===== src/rtl/seq_alu_if.sv =====
// seq_alu_if: request/response bus of the sequential ALU.
// The master issues operations and takes results; the slave is the ALU.
interface seq_alu_if #(
  parameter int WIDTH = 8
);
  logic             in_valid;
  logic             in_ready;
  logic [3:0]       op;
  logic [WIDTH-1:0] a;
  logic [WIDTH-1:0] b;
  logic [7:0]       flags_in;
  logic             out_valid;
  logic             out_ready;
  logic [WIDTH-1:0] c;
  logic [WIDTH-1:0] c_hi;
  logic [7:0]       flags_out;
  logic             err;

  modport master (
    output in_valid, op, a, b, flags_in, out_ready,
    input  in_ready, out_valid, c, c_hi, flags_out, err
  );

  modport slave (
    input  in_valid, op, a, b, flags_in, out_ready,
    output in_ready, out_valid, c, c_hi, flags_out, err
  );
endinterface


===== src/rtl/seq_alu.sv =====
// seq_alu: multi-cycle ALU with valid/ready handshake for the 8CPU control unit.
// Single-cycle ops finish straight from IDLE; MUL runs an iterative shift-add.
// Optional feature macro: SEQ_ALU_MUL_EN (defined = multiplier built in,
// undefined = opcode C is reported as illegal).
// Flag layout: 0 EQ, 1 GRT, 2 Z, 3 C, 4 N, 5 V, 7:6 passed through.
module seq_alu #(
  parameter int WIDTH = 8,
  parameter int SHW   = $clog2(WIDTH)
) (
  input logic      clk,
  input logic      rst,
  seq_alu_if.slave bus
);

  typedef enum logic [1:0] {
    IDLE,
    MUL,
    DONE
  } state_t;

  localparam logic [3:0] OP_ADD = 4'h0;
  localparam logic [3:0] OP_SUB = 4'h1;
  localparam logic [3:0] OP_AND = 4'h2;
  localparam logic [3:0] OP_OR  = 4'h3;
  localparam logic [3:0] OP_XOR = 4'h4;
  localparam logic [3:0] OP_NOT = 4'h5;
  localparam logic [3:0] OP_CMP = 4'h6;
  localparam logic [3:0] OP_SHL = 4'h7;
  localparam logic [3:0] OP_SHR = 4'h8;
  localparam logic [3:0] OP_ASR = 4'h9;
  localparam logic [3:0] OP_ADC = 4'hA;
  localparam logic [3:0] OP_SBB = 4'hB;
`ifdef SEQ_ALU_MUL_EN
  localparam logic [3:0] OP_MUL = 4'hC;
`endif

  state_t           state;
  state_t           state_next;

  logic [WIDTH-1:0] res_q;
  logic [WIDTH-1:0] res_hi_q;
  logic [7:0]       flags_q;
  logic             err_q;

  logic             start_mul;
  logic             mul_last;

  logic [WIDTH-1:0] alu_c;
  logic [7:0]       alu_flags;
  logic             alu_err;
  logic [WIDTH-1:0] zn_src;
  logic [WIDTH:0]   add_sum;
  logic [WIDTH:0]   sub_diff;
  logic [WIDTH:0]   shl_w;
  logic [WIDTH:0]   shr_w;
  logic [WIDTH:0]   asr_w;
  logic [SHW-1:0]   amt;
  logic             cin;

  assign bus.in_ready  = (state == IDLE) && !rst;
  assign bus.out_valid = (state == DONE);
  assign bus.c         = res_q;
  assign bus.c_hi      = res_hi_q;
  assign bus.flags_out = flags_q;
  assign bus.err       = err_q;

`ifdef SEQ_ALU_MUL_EN
  logic [SHW-1:0]     cnt;
  logic [2*WIDTH-1:0] acc;
  logic [WIDTH-1:0]   b_r;
  logic [7:0]         flags_r;
  logic [WIDTH:0]     mul_sum;
  logic [2*WIDTH-1:0] prod_next;
  logic [7:0]         mul_flags;
  logic               hi_nz;

  assign start_mul = (bus.op == OP_MUL);
  assign mul_last  = (state == MUL) && (cnt == SHW'(WIDTH - 1));

  // One shift-add step: add the multiplicand into the high half when the
  // current multiplier bit (acc LSB) is set, then shift the whole accumulator right.
  always_comb begin
    mul_sum   = {1'b0, acc[2*WIDTH-1:WIDTH]} + (acc[0] ? {1'b0, b_r} : '0);
    prod_next = {mul_sum, acc[WIDTH-1:1]};
    hi_nz     = (prod_next[2*WIDTH-1:WIDTH] != '0);
    mul_flags = {flags_r[7:6], hi_nz, prod_next[WIDTH-1], hi_nz,
                 (prod_next == '0), flags_r[1:0]};
  end
`else
  assign start_mul = 1'b0;
  assign mul_last  = 1'b0;
`endif

  // Single-cycle result and flags computed directly from the bus operands.
  always_comb begin
    cin       = bus.flags_in[3];
    amt       = bus.b[SHW-1:0];
    add_sum   = {1'b0, bus.a} + {1'b0, bus.b} + {{WIDTH{1'b0}}, (bus.op == OP_ADC) && cin};
    sub_diff  = {1'b0, bus.a} - {1'b0, bus.b} - {{WIDTH{1'b0}}, (bus.op == OP_SBB) && cin};
    shl_w     = {1'b0, bus.a} << amt;
    shr_w     = {bus.a, 1'b0} >> amt;
    asr_w     = $signed({bus.a, 1'b0}) >>> amt;
    alu_c     = bus.a;
    alu_flags = bus.flags_in;
    alu_err   = 1'b0;
    zn_src    = bus.a;
    case (bus.op)
      OP_ADD, OP_ADC: begin
        alu_c        = add_sum[WIDTH-1:0];
        zn_src       = add_sum[WIDTH-1:0];
        alu_flags[3] = add_sum[WIDTH];
        alu_flags[5] = (bus.a[WIDTH-1] == bus.b[WIDTH-1]) &&
                       (add_sum[WIDTH-1] != bus.a[WIDTH-1]);
      end
      OP_SUB, OP_SBB, OP_CMP: begin
        alu_c        = (bus.op == OP_CMP) ? bus.a : sub_diff[WIDTH-1:0];
        zn_src       = sub_diff[WIDTH-1:0];
        alu_flags[3] = sub_diff[WIDTH];
        alu_flags[5] = (bus.a[WIDTH-1] != bus.b[WIDTH-1]) &&
                       (sub_diff[WIDTH-1] != bus.a[WIDTH-1]);
        if (bus.op == OP_CMP) begin
          alu_flags[0] = (bus.a == bus.b);
          alu_flags[1] = (bus.a > bus.b);
        end
      end
      OP_AND, OP_OR, OP_XOR, OP_NOT: begin
        case (bus.op)
          OP_AND:  alu_c = bus.a & bus.b;
          OP_OR:   alu_c = bus.a | bus.b;
          OP_XOR:  alu_c = bus.a ^ bus.b;
          default: alu_c = ~bus.a;
        endcase
        zn_src       = alu_c;
        alu_flags[3] = 1'b0;
        alu_flags[5] = 1'b0;
      end
      OP_SHL: begin
        alu_c        = shl_w[WIDTH-1:0];
        zn_src       = shl_w[WIDTH-1:0];
        alu_flags[3] = shl_w[WIDTH];
        alu_flags[5] = 1'b0;
      end
      OP_SHR: begin
        alu_c        = shr_w[WIDTH:1];
        zn_src       = shr_w[WIDTH:1];
        alu_flags[3] = shr_w[0];
        alu_flags[5] = 1'b0;
      end
      OP_ASR: begin
        alu_c        = asr_w[WIDTH:1];
        zn_src       = asr_w[WIDTH:1];
        alu_flags[3] = asr_w[0];
        alu_flags[5] = 1'b0;
      end
      default: begin
        alu_err = 1'b1;
      end
    endcase
    if (!alu_err) begin
      alu_flags[2] = (zn_src == '0);
      alu_flags[4] = zn_src[WIDTH-1];
    end
  end

  // State register; reset aborts any operation in flight.
  always_ff @(posedge clk) begin
    if (rst) begin
      state <= IDLE;
    end else begin
      state <= state_next;
    end
  end

  // Next-state logic: accept in IDLE, iterate in MUL, hold result in DONE.
  always_comb begin
    state_next = state;
    case (state)
      IDLE: begin
        if (bus.in_valid) begin
          state_next = start_mul ? MUL : DONE;
        end
      end
      MUL: begin
        if (mul_last) begin
          state_next = DONE;
        end
      end
      DONE: begin
        if (bus.out_ready) begin
          state_next = IDLE;
        end
      end
      default: state_next = IDLE;
    endcase
  end

  // Result registers, loaded on completion and held stable through DONE.
  always_ff @(posedge clk) begin
    if (rst) begin
      res_q    <= '0;
      res_hi_q <= '0;
      flags_q  <= '0;
      err_q    <= 1'b0;
`ifdef SEQ_ALU_MUL_EN
      cnt      <= '0;
      acc      <= '0;
      b_r      <= '0;
      flags_r  <= '0;
`endif
    end else begin
      case (state)
        IDLE: begin
          if (bus.in_valid) begin
`ifdef SEQ_ALU_MUL_EN
            if (start_mul) begin
              acc     <= {{WIDTH{1'b0}}, bus.a};
              b_r     <= bus.b;
              flags_r <= bus.flags_in;
              cnt     <= '0;
            end else begin
              res_q    <= alu_c;
              res_hi_q <= '0;
              flags_q  <= alu_flags;
              err_q    <= alu_err;
            end
`else
            res_q    <= alu_c;
            res_hi_q <= '0;
            flags_q  <= alu_flags;
            err_q    <= alu_err;
`endif
          end
        end
`ifdef SEQ_ALU_MUL_EN
        MUL: begin
          acc <= prod_next;
          cnt <= cnt + 1'b1;
          if (mul_last) begin
            res_q    <= prod_next[WIDTH-1:0];
            res_hi_q <= prod_next[2*WIDTH-1:WIDTH];
            flags_q  <= mul_flags;
            err_q    <= 1'b0;
          end
        end
`endif
        default: begin
        end
      endcase
    end
  end

endmodule


===== src/flat_wrapper.sv =====
// flat-port wrapper written by rule: the top's interface ports become plain ports
module seq_alu_flat 
#(
  parameter int WIDTH = 8,
  parameter int SHW   = $clog2(WIDTH)
)
  (clk, rst, bus_in_valid, bus_op, bus_a, bus_b, bus_flags_in, bus_out_ready, bus_in_ready, bus_out_valid, bus_c, bus_c_hi, bus_flags_out, bus_err);
  seq_alu_if #(.WIDTH(WIDTH)) bus_i ();
  input logic clk;
  input logic rst;
  input wire logic [$bits(bus_i.in_valid)-1:0] bus_in_valid;
  input wire logic [$bits(bus_i.op)-1:0] bus_op;
  input wire logic [$bits(bus_i.a)-1:0] bus_a;
  input wire logic [$bits(bus_i.b)-1:0] bus_b;
  input wire logic [$bits(bus_i.flags_in)-1:0] bus_flags_in;
  input wire logic [$bits(bus_i.out_ready)-1:0] bus_out_ready;
  output wire logic [$bits(bus_i.in_ready)-1:0] bus_in_ready;
  output wire logic [$bits(bus_i.out_valid)-1:0] bus_out_valid;
  output wire logic [$bits(bus_i.c)-1:0] bus_c;
  output wire logic [$bits(bus_i.c_hi)-1:0] bus_c_hi;
  output wire logic [$bits(bus_i.flags_out)-1:0] bus_flags_out;
  output wire logic [$bits(bus_i.err)-1:0] bus_err;
  assign bus_i.in_valid = bus_in_valid;
  assign bus_i.op = bus_op;
  assign bus_i.a = bus_a;
  assign bus_i.b = bus_b;
  assign bus_i.flags_in = bus_flags_in;
  assign bus_i.out_ready = bus_out_ready;
  assign bus_in_ready = bus_i.in_ready;
  assign bus_out_valid = bus_i.out_valid;
  assign bus_c = bus_i.c;
  assign bus_c_hi = bus_i.c_hi;
  assign bus_flags_out = bus_i.flags_out;
  assign bus_err = bus_i.err;
  seq_alu #(.WIDTH(WIDTH), .SHW(SHW)) u_core (.clk(clk), .rst(rst), .bus(bus_i));
endmodule

===== config.mk =====
export PLATFORM = sky130hd
export DESIGN_NAME = seq_alu_flat
export DESIGN_NICKNAME = d
export VERILOG_FILES = /design/src/rtl/seq_alu_if.sv /design/src/rtl/seq_alu.sv /design/src/flat_wrapper.sv
export SDC_FILE = /design/constraint.sdc
export NUM_CORES = 1
export LEC_CHECK = 0
export CORE_MARGIN = 4
export CORE_UTILIZATION = 49
export DETAILED_ROUTE_END_ITERATION = 12
export PLACE_DENSITY_LB_ADDON = 0.2
export SLEW_MARGIN = 25
export SYNTH_ARGS = -nofsm -noshare
export SYNTH_HDL_FRONTEND = slang
export SYNTH_SLANG_ARGS = --single-unit
export TNS_END_PERCENT = 100

===== constraint.sdc =====
create_clock -name clk -period 3.09 [get_ports clk]
set_input_delay 0.618 -clock clk [delete_from_list [all_inputs] [get_ports clk]]
set_output_delay 0.618 -clock clk [all_outputs]
set_load 0.02 [all_outputs]

==> flow_metrics.env, run 1 <==
export IMPL_crit_fanout=6
export IMPL_gp_congestion=1.00
export IMPL_die_h_um=90.2
export IMPL_regToRegSetupSlack_ns=1.59
export IMPL_synth_top_family_by_area="compound AO/OA/AOI/OAI gates"
export IMPL_cts_tree="yes"
export IMPL_drt_wl_total_um=12900
export IMPL_cp_start_kind="input port"
export IMPL_syn_to_final_growth_pct=41.9
export IMPL_synth_avg_cell_area_um2=7.64
export IMPL_end_kind="flip-flop"
export IMPL_fmax_ghz=0.332
export IMPL_drive_above_1_share_pct=27.7
export IMPL_yosys_warnings=0
export IMPL_ioPinCount=59
export IMPL_worst_setup_path_type="input port to flip-flop"
export IMPL_p_per_area_nw_per_um2=282
export IMPL_grt_max_degree=39
export IMPL_worstPathArrival_ns=3.22
export IMPL_layout_common_cells="99 x buf_4, 43 x clkdlybuf4s50_1, 42 x nor2_1"
export IMPL_max_cap_violations=0
export IMPL_h_tree_depth=1
export IMPL_ys_seq_area_share_pct=10.9
export IMPL_place_area_um2=4470
export IMPL_avgRoutedWirePerCell_um=20.4
export IMPL_rows=29
export IMPL_drt_iter0_markers=479
export IMPL_fin_crit_ns=3.01
export IMPL_rr_startpoint="u_core.state[1]"
export IMPL_track_usage_pct=30.4
export IMPL_synth_compound_area_share_pct=29.3
export IMPL_hold_class="flip-flop to flip-flop"
export IMPL_clock_sinks=18
export IMPL_startpoint="bus_b[5]"
export IMPL_final_area_um2=4700
export IMPL_tightest_slew_ns=0.564
export IMPL_clk_latency_ns=0.26
export IMPL_final_setup_viol_count=0
export IMPL_power_leakage_nw=2.05
export IMPL_cpMostUsedCell="ha_1"
export IMPL_layout_commonest_cell="buf_4"
export IMPL_vias=3985
export IMPL_cp_cell_sequence="clkdlybuf4s50_1 -> inv_1 -> ha_1 -> ha_1 -> or2_2 -> a2111oi_4 -> a211oi_2 -> o31ai_1 -> a41o_1"
export IMPL_required_ns=3.30
export IMPL_synth_edf_count=0
export IMPL_hold_start="u_core.bus.c[1]"
export IMPL_coreArea_um2=6460
export IMPL_cts_made_buffers=3
export IMPL_die_area_um2=8130
export IMPL_antenna_found_initial=0
export IMPL_fill_cells=544
export IMPL_path_clk_slew_ns=0.08
export IMPL_post_route_period_util_pct=97.5
export IMPL_ir_drop_mv=0.252
export IMPL_port_buffers=50
export IMPL_synthFlopType="dfxtp_1"
export IMPL_drc=0
export IMPL_outcome="finished clean"
export IMPL_netlist_area_um2=3310
export IMPL_netlist_instances=433
export IMPL_final_antenna_net_count=0
export IMPL_grt_pass1_wl_um=20100
export IMPL_synth_xor_area_share_pct=4.23
export IMPL_synth_area_mux_share_pct=7.49
export IMPL_skew_ns=0.00927
export IMPL_grt_overflow_total=0
export IMPL_worst_path_largest_cell_delay_ns=0.48
export IMPL_cts_root_buf="clkbuf_8"
export IMPL_grt_pass1_vias=3818
export IMPL_slew_violations=0
export IMPL_cts_max_path_buffers=2
export IMPL_dieWidth_um=90.2
export IMPL_slowest_stage="clkdlybuf4s50_1"
export IMPL_nNetsFinal=631
export IMPL_dp_hpwl_um=10000
export IMPL_synth_cell_type_count=74
export IMPL_max_slew_margin_pct=61.4
export IMPL_async_reset_ff_share_pct=0
export IMPL_fin_total_pwr_mw=1.32
export IMPL_antennaDiodeCount=0
export IMPL_vias_per_cell=6.31
export IMPL_synth_seq_cells=18
export IMPL_synthAdderAreaFrac_pct=17.2
export IMPL_start_util_pct=51.2
export IMPL_finalHoldViolations=0
export IMPL_synth_simple_gate_area_share_pct=21.3
export IMPL_dr_pass1_iters=5
## registers in the layout (all words and copies together), names as in the netlist
register and count:
u_core.bus.c 8, u_core.state 1, u_core.bus.err 1, u_core.bus.flags_out 8
## per-layer routing
layer  wire, um  track usage (%)  vias to the layer above
met3       1220             5.93                       57
met1       5210             39.9                     1845
met5          0                0                        -
met2       5980             50.3                      251
met4        480             8.80                        0
li1           -                -                     1832
## through the flow
stage                     util (%)  setup TNS, ns  hold WS (ns)  setup WS [ns]  std cells
final                         72.7              0         0.452         0.0765        632
after global routing          72.7        -0.0159         0.481       -0.00998        632
after CTS                     71.4              0         0.455         0.0177        631
after detailed placement      69.2          -6.08         0.444         -0.642        625
after global placement        69.2          -5.29         0.442         -0.621        625
after floorplan                  -              0         0.530         0.0133        440
## logic make-up after synthesis
kind of cell / count (synthesis)
multiplexers: 15
AO/OA/AOI/OAI: 132
adder cells (fa/ha/maj): 43
buffers and inverters: 67
XOR/XNOR: 16
other: 1
flip-flops: 18
AND/OR/NAND/NOR: 141
## worst max-delay path, delay by kind of cell
family                   cells  cell delay (ns)
AND/OR/NAND/NOR              1             0.38
adder cells (fa/ha/maj)      2             0.70
AO/OA/AOI/OAI                4             0.97
buffers and inverters        2             0.54
## cell type report
cell class / instances / area [um^2] / area share, %
Multi-Input combinational cell: 355 / 2850 / 60.6
Timing Repair Buffer: 149 / 1230 / 26.1
Sequential cell: 18 / 360 / 7.67
Inverter: 29 / 111 / 2.37
Tap cell: 77 / 96.3 / 2.05
Clock buffer: 4 / 55.1 / 1.17
## worst paths after layout
| check | end | cells after the start |
|---|---|---|
| worst min register to register | u_core.bus.c[1] | 2 |
| worst max-delay path | u_core.bus.flags_out[2] | 9 |
| worst min-delay path | u_core.bus.c[1] | 2 |
| worst max register to register | u_core.bus.flags_out[3] | 6 |
## repair_timing
action,4_1_cts,5_1_grt
gates resized for setup,25,23
setup endpoints to repair,11,10
pin swaps,12,16
cloned,0,0
setup buffers,2,1
hold buffers,0,0
hold endpoints to repair,0,0
## power breakdown
group / internal (mW) / total, mW / switching (mW)
combinational: 0.404 / 0.864 / 0.459
clock: 0.113 / 0.198 / 0.0843
sequential: 0.252 / 0.262 / 0.0105
total: 0.769 / 1.32 / 0.554
## Yosys cell counts (5+ instances only)
library cell | n | area (um^2)
ha_1 | 39 | 488
a21oi_1 | 24 | 120
nor2b_1 | 7 | 43.8
nand3_1 | 8 | 40.0
o211ai_1 | 7 | 52.6
o21ai_0 | 7 | 35.0
a31oi_1 | 6 | 37.5
o22ai_1 | 9 | 56.3
mux4_2 | 5 | 113
nor2_1 | 44 | 165
nand2b_1 | 13 | 81.3
a211oi_1 | 18 | 135
inv_1 | 26 | 97.6
xor2_1 | 6 | 52.6
buf_4 | 8 | 60.1
nand2_1 | 29 | 109
buf_2 | 14 | 70.1
xnor2_1 | 10 | 87.6
a221oi_1 | 8 | 70.1
clkbuf_1 | 13 | 48.8
nor3_1 | 13 | 65.1
mux2i_1 | 6 | 60.1
dfxtp_1 | 18 | 360
No activity file was read; power rests on OpenSTA's default activity.
==> run 2, diff against run 1 <==
Settings changed: CORE_MARGIN 4 to 3, CTS_BUF_LIST set to sky130_fd_sc_hd__clkbuf_8 sky130_fd_sc_hd__clkbuf_16.
==> run 2 against run 1 <==
Fmax shrank 0.64%. Largest power group unchanged. Sequential power is essentially flat. Via count grew 0.18%. Design area grew 2.3%. Wire length shrank 1.9%. Clock power shrank 4%. Sequential cell count is the same. Clock skew shrank 0.0083 ns. Die area shrank 4.4%. Critical path depth grew 5. First-iteration DRC count shrank 9.0%.
==> flow_metrics.env, run 2 (synthesized netlist as in run 1, its figures left out) <==
export IMPL_track_usage_pct=32.3
export IMPL_cpMostUsedCell="buf_4"
export IMPL_slew_violations=0
export IMPL_ctsHoldBuffers=0
export IMPL_port_buffers=50
export IMPL_die_area_um2=7780
export IMPL_avgRoutedWirePerCell_um=19.8
export IMPL_cp_num_buf_inv=6
export IMPL_crit_fanout=4
export IMPL_drt_iter0_markers=436
export IMPL_nNetsFinal=638
export IMPL_reg2reg_depth=6
export IMPL_rows=29
export IMPL_slowest_stage="clkdlybuf4s50_1"
export IMPL_syn_to_final_growth_pct=45.1
export IMPL_final_antenna_net_count=0
export IMPL_max_cap_violations=0
export IMPL_cts_max_path_buffers=2
export IMPL_outcome="finished clean"
export IMPL_grt_pass1_wl_um=19500
export IMPL_clk_latency_ns=0.25
export IMPL_p_per_area_nw_per_um2=279
export IMPL_cts_made_buffers=3
export IMPL_dieWidth_um=88.2
export IMPL_multi_input_area_um2=2900
export IMPL_die_h_um=88.2
export IMPL_seq_area_um2=360
export IMPL_clock_sinks=18
export IMPL_dpl_cell_count=626
export IMPL_worst_path_largest_cell_delay_ns=0.43
export IMPL_drt_wl_total_um=12600
export IMPL_dp_hpwl_um=9840
export IMPL_fin_total_pwr_mw=1.34
export IMPL_ioPinCount=59
export IMPL_finalHoldViolations=0
export IMPL_grt_pass1_vias=3737
export IMPL_cp_num_cells=14
export IMPL_h_tree_depth=1
export IMPL_tns_ns=0
export IMPL_end_kind="flip-flop"
export IMPL_hold_class="flip-flop to flip-flop"
export IMPL_grt_overflow_total=0
export IMPL_vias=3992
export IMPL_fin_crit_ns=3.03
export IMPL_cp_cell_sequence="clkdlybuf4s50_1 -> inv_1 -> buf_4 -> fa_2 -> nor2b_2 -> o31a_1 -> buf_4 -> a2bb2oi_2 -> buf_4 -> buf_4 -> a21o_1 -> a21o_1 -> a221oi_1 -> nor3_1"
export IMPL_cp_start_kind="input port"
export IMPL_worst_setup_path_type="input port to flip-flop"
export IMPL_drc=0
export IMPL_stdcell_count=639
export IMPL_cts_root_buf="clkbuf_8"
export IMPL_place_area_um2=4480
export IMPL_layout_common_cells="104 x buf_4, 43 x nor2_1, 42 x clkdlybuf4s50_1"
export IMPL_coreArea_um2=6460
export IMPL_post_route_period_util_pct=98.2
export IMPL_antennaDiodeCount=0
export IMPL_start_util_pct=51.2
export IMPL_fmax_ghz=0.330
export IMPL_required_ns=3.23
export IMPL_antenna_found_initial=0
export IMPL_layout_commonest_cell="buf_4"
export IMPL_grt_max_degree=39
export IMPL_cts_tree="yes"
export IMPL_gp_congestion=1.04
export IMPL_power_leakage_nw=2.08
export IMPL_worstPathArrival_ns=3.17
export IMPL_final_area_um2=4800
export IMPL_path_clk_slew_ns=0.07
export IMPL_drive_above_1_share_pct=27.8
export IMPL_dr_pass1_iters=5
export IMPL_cp_top_family="buffers and inverters"
export IMPL_skew_ns=0.000959
export IMPL_vias_per_cell=6.25
export IMPL_fill_cells=523
export IMPL_hold_depth=2
export IMPL_ir_drop_mv=0.244
export IMPL_max_slew_margin_pct=59.5
export IMPL_final_setup_viol_count=0
export IMPL_tightest_slew_ns=0.592
==> run 2: cell types whose count changed in the layout (fill, tap and decap cells not counted), sizes merged <==
cell | before | now
clkdlybuf4s50 | 43 | 42
clkbuf | 8 | 6
buf | 99 | 107
dlymetal6s2s | 2 | 1
dlygate4sd2 | 1 | 3
clkdlybuf4s15 | 0 | 1
==> run 2: cell type report <==
cell class	count	share of cell area, %
Clock buffer	4	1.15
Inverter	29	2.27
Multi-Input combinational cell	355	60.3
Sequential cell	18	7.50
Tap cell	77	2.01
Timing Repair Buffer	156	26.8
==> run 2: tightest hold or removal path: cells and delay by family (launching register included) <==
| kind | cells | cell delay (ns) |
|---|---|---|
| DFF | 1 | 0.31 |
| AOI/OAI and AO/OA | 1 | 0.05 |
| and+or+nand+nor | 1 | 0.05 |
==> run 2: repair_timing <==
item / CTS / global route
setup buffers: 6 / 4
pin swaps: 13 / 17
gates resized for setup: 22 / 28
endpoints found under the setup margin: 11 / 9
hold endpoints to repair: 0 / 0
==> run 2: metal layers <==
layer / global-route usage [%] / vias up / part of all wire (%)
li1: - / 1851 / -
met1: 43.0 / 1865 / 40
met2: 53.4 / 241 / 47
met3: 6.21 / 35 / 9.6
met4: 8.24 / 0 / 3.1
met5: 0 / - / 0
==> run 2: metrics by stage <==
stage / util (%) / hold slack, ns / setup WS (ns)
5_1_grt: 74.4 / 0.477 / -0.0231
3_3_place_gp: 69.4 / 0.442 / -0.769
6_report: 74.4 / 0.463 / 0.0571
4_1_cts: 71.6 / 0.464 / 0.0105
3_5_place_dp: 69.4 / 0.453 / -0.813
2_1_floorplan: - / 0.530 / 0.0133
==> run 2: final timing paths <==
kind              slack, ns                      end       startpoint
setup / recovery       0.06  u_core.bus.flags_out[3]         bus_a[1]
hold / removal         0.46           u_core.bus.err   u_core.bus.err
setup reg to reg       1.50  u_core.bus.flags_out[3]  u_core.state[1]
hold reg to reg        0.46           u_core.bus.err   u_core.bus.err
==> run 2: where the power goes <==
group | switching, mW | leakage, nW | total, mW | internal (mW)
registers | 0.0115 | 0.149 | 0.263 | 0.252
logic | 0.457 | 1.90 | 0.885 | 0.428
clock network | 0.0764 | 0.0288 | 0.190 | 0.113
